<file path="src/rtl/cr16_defs.sv">
// Shared constants for the CR16 condition evaluator: flag bit positions,
// condition codes and FSM state encodings.
package cr16_defs;

    localparam int FLAG_C = 0;
    localparam int FLAG_L = 1;
    localparam int FLAG_F = 2;
    localparam int FLAG_Z = 3;
    localparam int FLAG_N = 4;

    localparam logic [3:0] COND_EQ = 4'h0;
    localparam logic [3:0] COND_NE = 4'h1;
    localparam logic [3:0] COND_CS = 4'h2;
    localparam logic [3:0] COND_CC = 4'h3;
    localparam logic [3:0] COND_HI = 4'h4;
    localparam logic [3:0] COND_LS = 4'h5;
    localparam logic [3:0] COND_GT = 4'h6;
    localparam logic [3:0] COND_LE = 4'h7;
    localparam logic [3:0] COND_FS = 4'h8;
    localparam logic [3:0] COND_FC = 4'h9;
    localparam logic [3:0] COND_LO = 4'hA;
    localparam logic [3:0] COND_HS = 4'hB;
    localparam logic [3:0] COND_LT = 4'hC;
    localparam logic [3:0] COND_GE = 4'hD;
    localparam logic [3:0] COND_UC = 4'hE;
    localparam logic [3:0] COND_NV = 4'hF;

    typedef enum logic [1:0] {
        ST_IDLE = 2'd0,
        ST_WAIT = 2'd1,
        ST_RESP = 2'd2
    } state_e;

endpackage

</file>
<file path="src/rtl/cr16_cond_decode.sv">
// Combinational CR16 condition decode: (condition code, flags) -> taken.
module cr16_cond_decode
    import cr16_defs::*;
#(
    parameter int P_FLAG_WIDTH = 5
) (
    input  logic [3:0]              cond_i,
    input  logic [P_FLAG_WIDTH-1:0] flags_i,
    output logic                    taken_o
);

    logic c, l, f, z, n;

    always_comb begin
        c = flags_i[FLAG_C];
        l = flags_i[FLAG_L];
        f = flags_i[FLAG_F];
        z = flags_i[FLAG_Z];
        n = flags_i[FLAG_N];
        taken_o = 1'b0;
        case (cond_i)
            COND_EQ: taken_o = z;
            COND_NE: taken_o = !z;
            COND_CS: taken_o = c;
            COND_CC: taken_o = !c;
            COND_HI: taken_o = l;
            COND_LS: taken_o = !l;
            COND_GT: taken_o = n;
            COND_LE: taken_o = !n;
            COND_FS: taken_o = f;
            COND_FC: taken_o = !f;
            COND_LO: taken_o = !l && !z;
            COND_HS: taken_o = l || z;
            COND_LT: taken_o = !n && !z;
            COND_GE: taken_o = n || z;
            COND_UC: taken_o = 1'b1;
            default: taken_o = 1'b0;
        endcase
    end

endmodule

</file>
<file path="src/rtl/cr16_cond_eval.sv">
// CR16 condition evaluator with valid/ready request and response channels.
// Define CR16_COND_FWD_EN to forward ALU flags on a flag-write hazard instead of stalling.
module cr16_cond_eval
    import cr16_defs::*;
#(
    parameter int P_FLAG_WIDTH = 5,
    parameter int P_DATA_WIDTH = 16
) (
    input  logic                    I_CLK,
    input  logic                    I_RESET,
    input  logic                    I_REQ_VALID,
    output logic                    O_REQ_READY,
    input  logic [3:0]              I_COND,
    input  logic [P_FLAG_WIDTH-1:0] I_FLAGS,
    input  logic                    I_FLAG_WE,
    input  logic [P_FLAG_WIDTH-1:0] I_ALU_FLAGS,
    output logic                    O_RSP_VALID,
    input  logic                    I_RSP_READY,
    output logic                    O_TAKEN,
    output logic [P_DATA_WIDTH-1:0] O_SCOND_DATA,
    output logic [1:0]              O_STATE
);

    // Handshake: a request transfers on a cycle where I_REQ_VALID && O_REQ_READY;
    // a response transfers where O_RSP_VALID && I_RSP_READY, and is held until then.

    state_e                  state_q, state_d;
    logic [3:0]              cond_q, cond_d;
    logic                    taken_q, taken_d;
    logic                    rsp_valid_q, rsp_valid_d;
    logic                    accept, hazard, dec_taken;
    logic [3:0]              dec_cond;
    logic [P_FLAG_WIDTH-1:0] dec_flags;

    assign O_REQ_READY = !I_RESET &&
                         ((state_q == ST_IDLE) || ((state_q == ST_RESP) && I_RSP_READY));
    assign accept      = I_REQ_VALID && O_REQ_READY;
    assign hazard      = accept && I_FLAG_WE;

    // WAIT re-evaluates the latched code; a hazard sees the flags being written.
    assign dec_cond  = (state_q == ST_WAIT) ? cond_q : I_COND;
    assign dec_flags = hazard ? I_ALU_FLAGS : I_FLAGS;

    cr16_cond_decode #(
        .P_FLAG_WIDTH(P_FLAG_WIDTH)
    ) u_decode (
        .cond_i (dec_cond),
        .flags_i(dec_flags),
        .taken_o(dec_taken)
    );

    always_comb begin
        state_d = state_q;
        cond_d  = cond_q;
        taken_d = taken_q;
        case (state_q)
            ST_IDLE, ST_RESP: begin
                if (accept) begin
                    cond_d = I_COND;
`ifdef CR16_COND_FWD_EN
                    state_d = ST_RESP;
                    taken_d = dec_taken;
`else
                    if (hazard) begin
                        state_d = ST_WAIT;
                    end else begin
                        state_d = ST_RESP;
                        taken_d = dec_taken;
                    end
`endif
                end else if ((state_q == ST_RESP) && I_RSP_READY) begin
                    state_d = ST_IDLE;
                end
            end
            ST_WAIT: begin
                if (!I_FLAG_WE) begin
                    state_d = ST_RESP;
                    taken_d = dec_taken;
                end
            end
            default: state_d = ST_IDLE;
        endcase
        rsp_valid_d = (state_d == ST_RESP);
    end

    always_ff @(posedge I_CLK) begin
        if (I_RESET) begin
            state_q     <= ST_IDLE;
            cond_q      <= 4'h0;
            taken_q     <= 1'b0;
            rsp_valid_q <= 1'b0;
        end else begin
            state_q     <= state_d;
            cond_q      <= cond_d;
            taken_q     <= taken_d;
            rsp_valid_q <= rsp_valid_d;
        end
    end

    assign O_RSP_VALID  = rsp_valid_q;
    assign O_TAKEN      = taken_q;
    assign O_SCOND_DATA = {{(P_DATA_WIDTH-1){1'b0}}, taken_q};
    assign O_STATE      = state_q;

endmodule

</file>
<file path="config.mk">
export PLATFORM = sky130hd
export DESIGN_NAME = cr16_cond_eval
export DESIGN_NICKNAME = d
export VERILOG_FILES = /design/src/rtl/cr16_defs.sv /design/src/rtl/cr16_cond_decode.sv /design/src/rtl/cr16_cond_eval.sv
export SDC_FILE = /design/constraint.sdc
export NUM_CORES = 1
export LEC_CHECK = 0
export CORE_AREA = 2 2 46 52
export DETAILED_ROUTE_END_ITERATION = 7
export DIE_AREA = 0 0 48 54
export PLACE_DENSITY = 0.8
export SYNTH_ARGS = -nofsm -noshare
export SYNTH_HDL_FRONTEND = slang
export SYNTH_SLANG_ARGS = --single-unit
</file>
<file path="constraint.sdc">
create_clock -name I_CLK -period 3.6 [get_ports I_CLK]
set_input_delay 0.54 -clock I_CLK [delete_from_list [all_inputs] [get_ports I_CLK]]
set_output_delay 0.54 -clock I_CLK [all_outputs]
set_load 0.01 [all_outputs]
</file>
* After elaboration in Yosys (flattened, before gate mapping)
Cells that the tools add are included.
** Operators by class
- Add/subtract/negate cells :: 0
- Multipliers :: 0
- Div/mod/pow operators :: 0
- Magnitude comparators :: 0
- Equality and inequality tests :: 20
- Shifts and indexed selects :: 0
- Muxes and demuxes :: 12
- Bitwise logic cells :: 0
- Reductions and logical operators :: 21
** Operators by type and width (count)
- $eq 4x4->1 const B :: 7
- $eq 4x3->1 const B :: 4
- $pmux 1 s15 :: 1
- $eq 4x2->1 const B :: 2
- $mux 2 :: 4
- $logic_and 1x1->1 :: 6
- $logic_not 1->1 :: 6
- $ne 2x2->1 const B :: 3
- $mux 5 :: 1
- $eq 2x2->1 const B :: 2
- $eq 4x1->1 const B :: 1
- $logic_not 4->1 :: 1
- $mux 4 :: 1
- $pmux 2 s2 :: 1
- $reduce_and 4->1 :: 1
- $logic_or 1x1->1 :: 3
- $mux 1 :: 3
- $eq 2x1->1 const B :: 1
- $logic_not 2->1 :: 1
- $pmux 1 s2 :: 1
- $reduce_and 2->1 :: 1
- $reduce_bool 2->1 :: 1
- $reduce_or 2->1 :: 1
** Storage, ports and cells
- Register bits after elaboration :: 8
- Bits in latches :: 0
- RAM bits :: 0
- Bits in read-only memories :: 0
- Input port bits :: 19
- Memories kept :: 0

* Longest topological paths before layout
Gate-level depths: netlist of the first run.
- Depth in word-level cells :: 13
- Mapped depth :: 7
- Mapped depth without buffers :: 6

* Cells and area by module
From an unflattened synthesis of the first run, not the netlist that was laid out.
** Second synthesis, totals
- Cell total of the unflattened synthesis :: 94
- Area total of the unflattened synthesis :: 828.3 um^2
** By module, submodules not included
- cr16_cond_eval :: times used 1, cells each 69, area an instance 648.1 um^2
- cr16_cond_decode :: times used 1, cells each 25, area an instance 180.2 um^2

* Worst setup path before layout of the first run
OpenSTA, ideal clock, no wires.
- Kind :: input port to flip-flop
- From :: input port I_RESET
- To :: register taken_q (netlist: O_TAKEN)
- Setup time :: 0.125 ns
- Arrival :: 1.856 ns
- Required time :: 3.475 ns
- Setup slack :: 1.618 ns
- Stages on the path :: 7
- Path buffers :: 1
- Cells stage by stage :: buf_2 -> or2_4 -> o31ai_1 -> a211oi_1 -> a311oi_1 -> o32a_1 -> a31oi_1
** On the way
- Cells in the longest elaborated chain, start to end :: 11
- Elaborated cells on any way between the ends :: 22
- Those cells by class :: eq/ne (2); mux (6); reduce/logical (14)
** Ends and longest elaborated chain
- from (decl) :: RTL line cr16_cond_eval.sv:10 : input logic I_RESET,
- $logic_not 1->1 :: RTL line cr16_cond_eval.sv:35 : assign O_REQ_READY = !I_RESET &&
- $logic_and 1x1->1 :: RTL line cr16_cond_eval.sv:35
- $logic_and 1x1->1 :: RTL line cr16_cond_eval.sv:37 : assign accept = I_REQ_VALID && O_REQ_READY;
- $logic_and 1x1->1 :: RTL line cr16_cond_eval.sv:38 : assign hazard = accept && I_FLAG_WE;
- $mux 5 :: RTL line cr16_cond_eval.sv:42 : assign dec_flags = hazard ? I_ALU_FLAGS : I_FLAGS;
- $logic_not 1->1, on equally long branches
- $logic_and 1x1->1, on equally long branches :: RTL line cr16_cond_decode.sv:34, cr16_cond_decode.sv:32
- $pmux 1 s15 :: RTL line cr16_cond_decode.sv:21 : case (cond_i)
- $mux 1 :: RTL line cr16_cond_eval.sv:64 : if (hazard) begin
- $mux 1 :: RTL line cr16_cond_eval.sv:58 : if (accept) begin
- $pmux 1 s2 :: RTL line cr16_cond_eval.sv:56 : case (state_q)
- to (signal assigned) :: RTL line cr16_cond_eval.sv:95 : taken_q <= taken_d;
- to (decl) :: RTL line cr16_cond_eval.sv:29 : logic taken_q, taken_d;
Parallel ways exist; a longest one is shown, timed or not. The select of a mux whose other input is x is not followed.
A chain may end at the register's enable or synchronous reset.

* Worst setup path in the final report of the first run
- From :: input port I_RESET
- To :: output port O_REQ_READY
** On the way
- Cells in the longest elaborated chain, start to end :: 2
** Ends and longest elaborated chain
- $logic_not 1->1 :: RTL line cr16_cond_eval.sv:35
- $logic_and 1x1->1 :: RTL line cr16_cond_eval.sv:35
- to (decl) :: RTL line cr16_cond_eval.sv:12 : output logic O_REQ_READY,
No other way between the ends.

==> impl_metrics.ini, run 1 <==
[clocking]
cts_buffers = 3
cts_sinks = 8
cts_tree = yes
clk_latency_ns = 0.26
cts_max_level = 1
post_cts_resized = 0
clockRootBuffer = clkbuf_4
clockBufferDepth = 2
hold_buffers = 0
cts_setup_buffers = 0
clkTransAtPathRegs_ns = 0.06

[synthesis]
synth_largest_area_cell = dfxtp_1
yosys-top-cells-count = 16 x buf_4, 11 x nor2_1, 8 x dfxtp_1, 7 x a21oi_1
synth-main-ff-cell = dfxtp_1
yosys_warnings = 0
synth_edf_count = 0
postSynth.asyncResetShare = 0
synth.distinct_cells = 41
ys_seq_area_frac = 0.190
synth_seq_cells = 8
synth-compound-area-share = 0.269
postSynthCellCount = 109
ys_top_cells_by_area = dfxtp_1 19%, buf_4 14%, mux2i_1 5.9%
yosys.area_share.simple = 0.274
synth_fa_ha_area_frac = 0
syn_area_per_cell_sq_um = 7.74
synth_most_common_cell = buf_4
synth_top_family_by_area = simple AND/OR/NAND/NOR gates
yosys.area_share.xor_xnor = 0
synthMuxAreaShare = 0.0905
yosysTopAreaCellShare = 0.190
synth_area_sq_um = 843

[timing]
setup_violations = 0
fin_ws_ns = 0.781
finClkSkew_ns = 0.00328
fmax_mhz = 355
hold_viol = 0
fin_setup_tns_ns = 0
timing.slew.headroom = 0.643
fin_crit_ns = 2.82
fin_crit_sh = 0.783
maxSlewViolCount = 0
rsz0062_at_grt = no
worst_pin_slew_ns = 0.521

[min_path]
whs_endpoint = cond_q[0]
hp-start = cond_q[0]
hold_path_class = register to register
holdPathStages = 2

[global_route]
gr-usage-all-layers = 0.182
globalRouteOverflowTotal = 0
grt_pass1_wl_microns = 3350
grt_pass1_vias = 807
grt_max_degree = 14
antenna_found_initial = 0

[power]
p_int_uw = 179
ir_drop_uv = 184
swShare = 0.325
power.leakage_uw = 0.000419
seq_power_share = 0.368
p_clk_frac = 0.266
switchingPower_uw = 86.4
p_per_area_nw_per_um2 = 249
p_comb_frac = 0.366

[route]
routed_wirelength_microns = 2000
ant_nets = 0
vias = 872
post_drt_wl_per_cell_microns = 12.3
drt_iter0_markers = 19
vias_per_cell = 5.38
drc = 0
drtPass1Iterations = 4

[floorplan]
core_sq_um = 2140
num_rows = 18
die_h_microns = 54
ios = 40
chipWidth_microns = 48
start_util = 0.394
die-area_sq_um = 2590

[finish]
fin_nets = 153
drive_above_1_share = 0.0909
n_antenna_cell = 0
stdcell_count = 162
syn_to_final_growth_pct = 26.4
design_area_sq_um = 1070

[place]
dp_cells = 159
gp_congestion = 0.924
dpl.hpwl_microns = 1630
place_area_sq_um = 1040
dpl_worst_slack_ns = 0.781
portBuffers = 24

[setup_path]
r2r-end = O_TAKEN
critPathMaxStageDelay_ns = 0.61
cpMostUsedCell = clkdlybuf4s50_1
arrival_ns = 2.28
r2r-start = O_STATE[1]
worst_setup_path_start_kind = input port
cp_cell_sequence = clkdlybuf4s50_1 > or2_4 > nor2_2 > clkdlybuf4s50_1
crit_fanout = 10
required_ns = 3.06
rrSetupSlack_ns = 1.59
r2r_cells = 6
crit_path_end_kind = output port
crit_type = input port to output port
cpMaxStageDelayCell = clkdlybuf4s50_1

[job]
timing.max_cap.violations = 0

[outcome]
outcome = complete, no violations
==> stage by stage <==
step / hold WS (ns) / util / total power [uW]
3_5_place_dp: 0.526 / 0.488 / 196
3_3_place_gp: 0.502 / 0.488 / 196
4_1_cts: 0.541 / 0.498 / 270
6_report: 0.529 / 0.498 / 266
2_1_floorplan: 0.482 / - / 169
5_1_grt: 0.576 / 0.498 / 281
==> placed cells by master, fill, tap and decap left out, types with 4 or more instances in the layout <==
cell type        instances
inv_1                    4
conb_1                  15
a21oi_1                  7
nand4_1                  5
mux2i_1                  5
a31oi_1                  4
clkdlybuf4s50_1         24
nor2_1                  11
nor3_1                   4
dfxtp_1                  8
nand2_1                  4
==> kinds of logic (layout without fill, tap and decap cells) <==
group	after synthesis	in the layout
muxes	7	7
DFF	8	8
AOI/OAI and AO/OA	30	30
other	1	15
and+or+nand+nor	41	41
buffers and inverters	22	31
==> critical path: cells and delay by family <==
| kind | cells | cell delay [ns] |
|---|---|---|
| buf+inv | 2 | 1.19 |
| simple gates | 2 | 0.54 |
==> power by group through the flow <==
| stage | clock (uW) | combinational [uW] | sequential [uW] |
|---|---|---|---|
| floorplan | 0 | 69.0 | 99.9 |
| global placement | 0 | 96.7 | 99.4 |
| detailed placement | 0 | 96.6 | 99.5 |
| CTS | 75.6 | 97.2 | 97.7 |
| global route | 74.3 | 109 | 98.3 |
| finish | 70.5 | 97.3 | 97.7 |
==> sequential cells by signal, summed over array words and instances (netlist names) <==
name,flops
O_STATE,2
O_RSP_VALID,1
O_TAKEN,1
cond_q,4
==> how the worst max path moves through the flow <==
stage | end | from | depth (start not counted)
after global routing | O_REQ_READY | I_RESET | 4
final | O_REQ_READY | I_RESET | 4
after detailed placement | O_REQ_READY | I_RESET | 4
after CTS | O_REQ_READY | I_RESET | 4
after global placement | O_REQ_READY | I_RESET | 4
after floorplan | O_TAKEN | I_RESET | 7
==> final cells by class <==
cell class	count	area, sq um
Inverter	4	15.0
Timing Repair Buffer	24	240
Sequential cell	8	160
Multi-Input combinational cell	93	591
Fill cell	225	1070
Clock buffer	3	22.5
Tap cell	30	37.5
==> per-layer routing <==
layer / vias up / wire, microns / GRT usage
li1: 433 / - / -
met1: 387 / 885 / 0.224
met2: 41 / 907 / 0.282
met3: 11 / 115 / 0.0101
met4: 0 / 91 / 0.144
met5: - / 0 / 0
No activity file was read; power rests on OpenSTA's default activity.
==> run 2: changes to the inputs <==
CORE_AREA = 2 2 47 54   (was 2 2 46 52)
DIE_AREA = 0 0 49 56   (was 0 0 48 54)
PLACE_DENSITY = 0.76   (was 0.8)
clock period = 2.7 ns   (was 3.6 ns; I/O delays follow)
==> run 2 against run 1 <==
Compared with the run above:
- clock skew barely moved
- via count grew 4.4%
- clock-buffer cell count stayed put
- final cell count grew 1.9%
- critical path type unchanged
- largest cell class unchanged
==> impl_metrics.ini, run 2 (same netlist as run 1, synthesis figures left out) <==
[global_route]
antenna_found_initial = 0
gr-usage-all-layers = 0.162
grt_pass1_wl_microns = 3460
grt_pass1_vias = 783
grt_max_degree = 14
globalRouteOverflowTotal = 0

[timing]
setup_violations = 0
fin_crit_sh = 0.830
fin_ws_ns = 0.458
hold_viol = 0
finClkSkew_ns = 0.00303
fin_setup_tns_ns = 0
maxSlewViolCount = 0
rsz0062_at_grt = no
fin_crit_ns = 2.24
timing.slew.headroom = 0.634
fmax_mhz = 446
worst_pin_slew_ns = 0.533

[clocking]
clk_latency_ns = 0.25
clkTransAtPathRegs_ns = 0.05
cts_tree = yes
hold_buffers = 0
cts_setup_buffers = 0
post_cts_resized = 0
clockRootBuffer = clkbuf_4
cts_max_level = 1
cts_buffers = 3
cts_sinks = 8
clockBufferDepth = 2

[finish]
final_cell_mix = 24 x clkdlybuf4s50_1, 15 x conb_1, 11 x nor2_1, 8 x dfxtp_1, 7 x a21oi_1
largest_reg_flops = 4
final_util = 0.498
syn_to_final_growth_pct = 29.1
top_register = cond_q
layout_commonest_cell = clkdlybuf4s50_1
fin_nets = 156
stdcell_count = 165
n_antenna_cell = 0
drive_above_1_share = 0.111

[setup_path]
r2r_cells = 6
worst_setup_path_start_kind = input port
arrival_ns = 1.84
crit_type = input port to output port
cp_cell_sequence = clkdlybuf4s50_1 > or2_4 > nor2_2 > clkdlybuf4s50_1
critPathTopFamily = buffers and inverters
rrSetupSlack_ns = 0.62
cpMaxStageDelayCell = clkdlybuf4s50_1
path_buf_inv = 2
critPathMaxStageDelay_ns = 0.55
crit_path_end_kind = output port
required_ns = 2.30
crit_fanout = 5
r2r-start = O_STATE[1]
r2r-end = O_TAKEN
cpMostUsedCell = clkdlybuf4s50_1

[floorplan]
ios = 40
die_h_microns = 56
start_util = 0.386
core_sq_um = 2180
die-area_sq_um = 2740
num_rows = 18
chipWidth_microns = 49

[power]
power.leakage_uw = 0.000433
ir_drop_uv = 270
p_per_area_nw_per_um2 = 327
totalPowerFinal_uw = 356

[outcome]
outcome = complete, no violations

[route]
vias_per_cell = 5.52
routed_wirelength_microns = 2170
drc = 0
vias = 910
ant_nets = 0
drt_iter0_markers = 21
post_drt_wl_per_cell_microns = 13.1
drtPass1Iterations = 4

[min_path]
hold_path_class = register to register
holdPathStages = 2
whs_endpoint = cond_q[0]
hp-start = cond_q[0]

[place]
dpl.hpwl_microns = 1710
dp_cells = 162
portBuffers = 24
gp_congestion = 0.904
dpl_worst_slack_ns = 0.263

[job]
timing.max_cap.violations = 0
run 2: changes by cell type in the layout (fill, tap and decap cells not counted), sizes merged:
cell / before / now
buf: 0 / 3
run 2: where the power goes:
part | internal (uW) | total, uW | switching, uW
registers | 125 | 131 | 6.21
clock network | 50.7 | 88.9 | 38.3
logic | 67.0 | 136 | 68.9
run 2: routing by layer:
metal / up-vias / GRT usage / wire, microns
li1: 441 / - / -
met1: 428 / 0.181 / 869
met2: 39 / 0.292 / 1140
met3: 2 / 0.0215 / 146
met4: 0 / 0.0857 / 8
met5: - / 0 / 0
run 2: through the flow:
stage	cell area [sq um]	hold WS (ns)
finish	1090	0.527
global route	1090	0.579
CTS	1090	0.530
detailed placement	1070	0.518
global placement	1070	0.498
floorplan	896	0.482
run 2: how the worst max path moves through the flow:
stage | end | start | cells past startpoint | slack [ns]
5_1_grt | O_TAKEN | I_RESET | 7 | 0.41
6_report | O_REQ_READY | I_RESET | 4 | 0.46
3_3_place_gp | O_TAKEN | I_RESET | 7 | 0.30
4_1_cts | O_REQ_READY | I_RESET | 4 | 0.46
2_1_floorplan | O_TAKEN | I_RESET | 7 | 0.85
3_5_place_dp | O_TAKEN | I_RESET | 7 | 0.26
run 2: layout make-up:
cell class / instances / area, sq um
clock buffer: 3 / 22.5
fill: 227 / 1100
inverter: 4 / 15.0
multi-input combinational: 93 / 591
sequential: 8 / 160
timing repair buffer: 27 / 263
tap: 30 / 37.5
run 2: worst min-delay path: stages, from the launching register on:
cell     delay, ns
dfxtp_1       0.34
mux2i_1       0.08
nor2_1        0.07
